File: config.mk
export PLATFORM = sky130hd
export DESIGN_NAME = pulse_train_gen
export DESIGN_NICKNAME = d
export VERILOG_FILES = /design/src/rtl/pulse_train_gen.sv
export SDC_FILE = /design/constraint.sdc
export NUM_CORES = 1
export LEC_CHECK = 0
export CAP_MARGIN = 20
export CORE_MARGIN = 2
export CORE_UTILIZATION = 35
export CTS_BUF_LIST = sky130_fd_sc_hd__clkbuf_8
export DETAILED_ROUTE_END_ITERATION = 16
export SYNTH_ARGS = -nofsm -noshare
export SYNTH_HDL_FRONTEND = slang
export SYNTH_SLANG_ARGS = --single-unit
File: constraint.sdc
create_clock -name clk -period 9.45 [get_ports clk]
set_input_delay 1.89 -clock clk [delete_from_list [all_inputs] [get_ports clk]]
set_output_delay 1.89 -clock clk [all_outputs]
set_load 0.05 [all_outputs]
File: src/rtl/pulse_train_gen.sv
// pulse_train_gen: windowed pulse-train generator with guard band before each endcount strobe.
// Define PULSE_TRAIN_GEN_STAT_EN to build the per-window pulse count register (pulse_cnt).
module pulse_train_gen #(
  parameter int GUARD = 3
) (
  input  logic        clk,
  input  logic        rst_n,
  input  logic        enable,
  input  logic [31:0] period,
  input  logic [15:0] npulse,
  input  logic [7:0]  high_w,
  input  logic [7:0]  low_w,
  output logic        pulse_out,
  output logic        endcount,
  output logic        busy,
  output logic [15:0] pulse_cnt
);
  localparam logic [1:0] IDLE = 2'd0;
  localparam logic [1:0] HIGH = 2'd1;
  localparam logic [1:0] LOW  = 2'd2;
  localparam logic [1:0] WAIT = 2'd3;
  logic [1:0]  state, state_n;
  logic [31:0] offset, period_l, p_e, o_n;
  logic [15:0] npulse_l, cnt, np_e, cnt_e;
  logic [7:0]  hw_l, lw_l, ph, hw_r, hw_e, lw_e;
  logic [32:0] room;
  logic        last, start_win, dec, go_high;
  assign busy      = state != IDLE;
  assign last      = busy && offset == period_l - 32'd1;
  assign endcount  = last;
  assign pulse_out = state == HIGH;
  assign start_win = (!busy || last) && enable && period >= 32'(GUARD + 2);
  // At a window boundary the fresh inputs are used directly, as they are latched on that same edge
  assign p_e   = start_win ? period : period_l;
  assign np_e  = start_win ? npulse : npulse_l;
  assign hw_r  = start_win ? high_w : hw_l;
  assign hw_e  = hw_r == 8'd0 ? 8'd1 : hw_r;
  assign lw_e  = lw_l == 8'd0 ? 8'd1 : lw_l;
  assign o_n   = start_win ? 32'd0 : offset + 32'd1;
  assign cnt_e = start_win ? 16'd0 : cnt;
  assign room  = {1'b0, p_e} - {1'b0, o_n};
  assign dec     = start_win || (state == LOW && ph == 8'd0 && enable && !last);
  assign go_high = dec && cnt_e < np_e && room > 33'(hw_e) + 33'(GUARD);
  always_comb begin
    state_n = start_win ? (go_high ? HIGH : WAIT)
            : (!busy || last || !enable) ? IDLE
            : state == HIGH ? (ph == 8'd0 ? LOW : HIGH)
            : state == LOW  ? (ph == 8'd0 ? (go_high ? HIGH : WAIT) : LOW)
            : WAIT;
  end
  always_ff @(posedge clk or negedge rst_n) begin
    if (!rst_n) begin
      state    <= IDLE;
      offset   <= '0;
      period_l <= '0;
      npulse_l <= '0;
      hw_l     <= '0;
      lw_l     <= '0;
      cnt      <= '0;
      ph       <= '0;
    end else begin
      state  <= state_n;
      offset <= (start_win || state_n == IDLE) ? 32'd0 : offset + 32'd1;
      if (start_win) begin
        period_l <= period;
        npulse_l <= npulse;
        hw_l     <= high_w;
        lw_l     <= low_w;
      end
      cnt <= go_high ? cnt_e + 16'd1 : cnt_e;
      ph  <= go_high ? hw_e - 8'd1
           : (state == HIGH && ph == 8'd0) ? lw_e - 8'd1
           : ph != 8'd0 ? ph - 8'd1 : ph;
    end
  end
`ifdef PULSE_TRAIN_GEN_STAT_EN
  logic [15:0] stat;
  always_ff @(posedge clk or negedge rst_n) begin
    if (!rst_n) stat <= '0;
    else if (last) stat <= cnt;
  end
  assign pulse_cnt = stat;
`else
  assign pulse_cnt = '0;
`endif
endmodule

==> run_results.csv <==
group,metric,value,unit
cts,clock_path_buffers,2,
synthesis,ys_types,87,
sta,layout_setup_ws,0.506,ns
synthesis,synth-main-ff-cell,"dfrtp_1",
drt,wl,29800,um
layout,fillers,2897,
synthesis,synth-xor-area-share,0.0976,
cts,hold_buffers,0,
layout,fin_nets,1443,
synthesis,synth_area_per_cell,8.25,um^2
status,status,"completed",
setup_path,slowest_stage,"clkdlybuf4s50_1",
synthesis,synth_area,10100,um^2
cts,clkLatencyLatePin,0.46,ns
global_route,antenna_found_initial,0,
layout,final_core_util,0.413,
cts,clockRootBuffer,"clkbuf_8",
synthesis,synth_top_cell_by_area,"dfrtp_1",
synthesis,yosys_warnings,0,
setup_path,cp-start-kind,"input pin",
cts,cts.htree.levels,4,
cts,cts_tree,"yes",
cts,clock-sinks,122,
sta,fin_crit_sh,0.947,
floorplanning,ios,86,
drt,drc,0,
synthesis,post-synth-top-area-fraction,0.301,
sta,max_freq,0.112,GHz
synthesis,async_flop_share,1.00,
floorplanning,start_util,0.354,
sta,finalClockSkew,0.0163,ns
global_route,grt-ovfl-total,0,
placement,port_buffers,69,
sta,max_slew_margin,0.423,
cts,cts_resized,0,
sta,drv_slew,0,
floorplanning,die_w,174,um
setup_path,critical_path_required,9.77,ns
placement,place_ws,-0.177,ns
floorplanning,core_area,28600,um^2
floorplanning,die_area,30400,um^2
synthesis,yosysSeqAreaShare,0.301,
placement,gp_routability_congestion,0.927,
power_and_ir_drop,p_leak,5.38,nW
setup_path,cp_slowest_stage_delay,0.44,ns
placement,dp.cells,1679,
global_route,grt.total_usage,0.198,
drt,dr.pass1.iters,6,
setup_path,critPathMaxFanout,5,
flow_run,cap_viol_max_count,0,
global_route,grt_pass1_vias,8897,
global_route,grt-busiest-layer,"met2",
synthesis,synth.area.mux_share,0.0402,
power_and_ir_drop,power_density,338,nW/um^2
layout,stdcell_count,1709,
placement,post-dp-hpwl,23600,um
synthesis,synth_commonest_cells,"nand2_1, dfrtp_1, nor2_1, xnor2_1",
synthesis,yosysMostFrequentCell,"nand2_1",
synthesis,synth_cells,1229,
synthesis,synth_seq_cells,122,
drt,routedWlPerCell,17.5,um
synthesis,synthAdderAreaFrac,0.0772,
layout,area_delta_synth_final,16.5,%
global_route,grt_pass1_wl,47800,um
cts,cts_setup_buffers,0,
floorplanning,die_y,174,um
sta,min_period,8.94,ns
synthesis,synth_top_family_by_area,"simple AND/OR/NAND/NOR gates",
setup_path,critical_path_class,"in2reg",
sta,worstMarginPinSlew,0.858,ns
setup_path,critPathArrivalTime,9.27,ns
global_route,grt_max_degree,65,
sta,final-setup-viol-count,0,
layout,drive_gt1_frac,0.0913,
synthesis,synthTopCellsByArea,"dfrtp_1, nand2_1, ha_1",
synthesis,synth_compound_area_frac,0.140,
cts,clkSlewWorstSetupHoldPaths,0.07,ns
global_route,met3_usage,0.0337,
sta,hold_viol,0,
floorplanning,num_rows,62,
drt,ant_nets,0,
hold_path,hold_class,"reg2reg",
drt,via_per_inst,5.40,
drt,drt_iter0_drc,691,
global_route,use_met2,0.316,
drt,num_vias,9235,
cts,numCtsBuffers,17,
synthesis,synth-edff-count,0,
global_route,grt_use_met1,0.274,
layout,n_antenna_cell,0,
setup_path,crit_path_end_kind,"register",
power_and_ir_drop,irDropWorstVdd,0.117,mV
synthesis,synth-simple-area-share,0.288,
[path summary, 6_finish.rpt]
| check | start | endpoint | slack, ns | depth (start not counted) |
|---|---|---|---|---|
| min in group asynchronous | rst_n | period_l[24] | 1.49 | 1 |
| worst max register to register | period_l[1] | ph[6] | 0.84 | 39 |
| max in group asynchronous | rst_n | npulse_l[8] | 6.60 | 2 |
| worst min-delay path | npulse_l[0] | npulse_l[0] | 0.48 | 2 |
| worst max-delay path | period[30] | ph[6] | 0.51 | 37 |
| worst min register to register | npulse_l[0] | npulse_l[0] | 0.48 | 2 |
[stage by stage]
step / power, mW / TNS [ns] / cell area (um^2) / hold slack, ns
5_1_grt: 4.33 / -0.0230 / 11800 / 0.523
6_report: 4.00 / 0 / 11800 / 0.485
4_1_cts: 3.97 / 0 / 11800 / 0.488
3_3_place_gp: 3.44 / 0 / 11400 / 0.462
2_1_floorplan: 2.68 / 0 / 10200 / 0.446
3_5_place_dp: 3.46 / -0.312 / 11400 / 0.470
[registers in the layout, indices dropped and copies added (netlist names)]
signal    cells
cnt          16
lw_l          8
npulse_l     16
ph            8
state         2
offset       32
period_l     32
hw_l          8
[worst max-delay path, delay by kind of cell]
| kind | cells | cell delay (ns) |
|---|---|---|
| XOR/XNOR | 1 | 0.10 |
| multiplexers | 2 | 0.39 |
| AND/OR/NAND/NOR | 14 | 2.92 |
| adder cells (fa/ha/maj) | 4 | 1.08 |
| AO/OA/AOI/OAI | 12 | 2.00 |
| buffers and inverters | 4 | 0.86 |
[kinds of logic (layout without fill, tap and decap cells)]
group | count (synthesis) | after routing
and+or+nand+nor | 559 | 559
buffers and inverters | 118 | 199
xor gates and xnor gates | 113 | 113
DFF | 122 | 122
muxes | 40 | 40
other | 1 | 16
adders and majority gates | 62 | 62
AOI/OAI and AO/OA | 214 | 214
[layout by cell type (no fill, tap or decap), types with 5 or more instances in the layout]
| cell | netlist | final |
|---|---|---|
| nand4_1 | 25 | 25 |
| conb_1 | 1 | 16 |
| inv_1 | 48 | 50 |
| o21a_1 | 9 | 9 |
| and2_1 | 18 | 18 |
| nor2b_1 | 15 | 15 |
| buf_4 | 19 | 52 |
| or3_1 | 15 | 15 |
| a21oi_1 | 61 | 61 |
| o211ai_1 | 12 | 12 |
| and3_1 | 26 | 26 |
| a31oi_1 | 10 | 10 |
| nand3_1 | 42 | 42 |
| clkdlybuf4s50_1 | 0 | 68 |
| clkbuf_8 | 0 | 21 |
| nor4_4 | 4 | 5 |
| xor2_1 | 49 | 49 |
| nor2_1 | 76 | 76 |
| xnor2_1 | 64 | 64 |
| o22ai_1 | 5 | 5 |
| o21ai_0 | 39 | 38 |
| a211o_1 | 5 | 5 |
| and4_1 | 5 | 5 |
| a21boi_0 | 6 | 5 |
| dfrtp_1 | 122 | 122 |
| nor3_1 | 29 | 29 |
| nor3_2 | 6 | 6 |
| nand2b_1 | 17 | 17 |
| a211oi_1 | 10 | 9 |
| mux2i_1 | 37 | 37 |
| or4_1 | 11 | 11 |
| ha_1 | 61 | 61 |
| nand2_1 | 205 | 205 |
| a21o_1 | 15 | 15 |
| nor4_1 | 32 | 29 |
[metal layers]
| metal | routed length [um] | vias to the layer above |
|---|---|---|
| met5 | 0 | - |
| met4 | 594 | 0 |
| met3 | 1570 | 40 |
| met2 | 13700 | 242 |
| met1 | 14000 | 4431 |
| li1 | - | 4522 |
[cell type report]
class                   instances  area, um^2  share of cell area
well taps                     384         480              0.0407
inverters                      49         184              0.0156
clock inverters                 9         123              0.0104
repair buffers                120        1070              0.0906
multi-input cells            1004        6620               0.560
flip-flops and latches        122        3050               0.258
clock buffers                  21         289              0.0245
[report_power, final]
| group | switching, mW | internal, mW | leakage (nW) |
|---|---|---|---|
| Clock | 0.218 | 0.283 | 0.212 |
| Combinational | 1.54 | 1.07 | 3.60 |
| Sequential | 0.199 | 0.686 | 1.57 |
| Total | 1.95 | 2.04 | 5.38 |
Note: power is estimated with default switching activity, not from simulation.
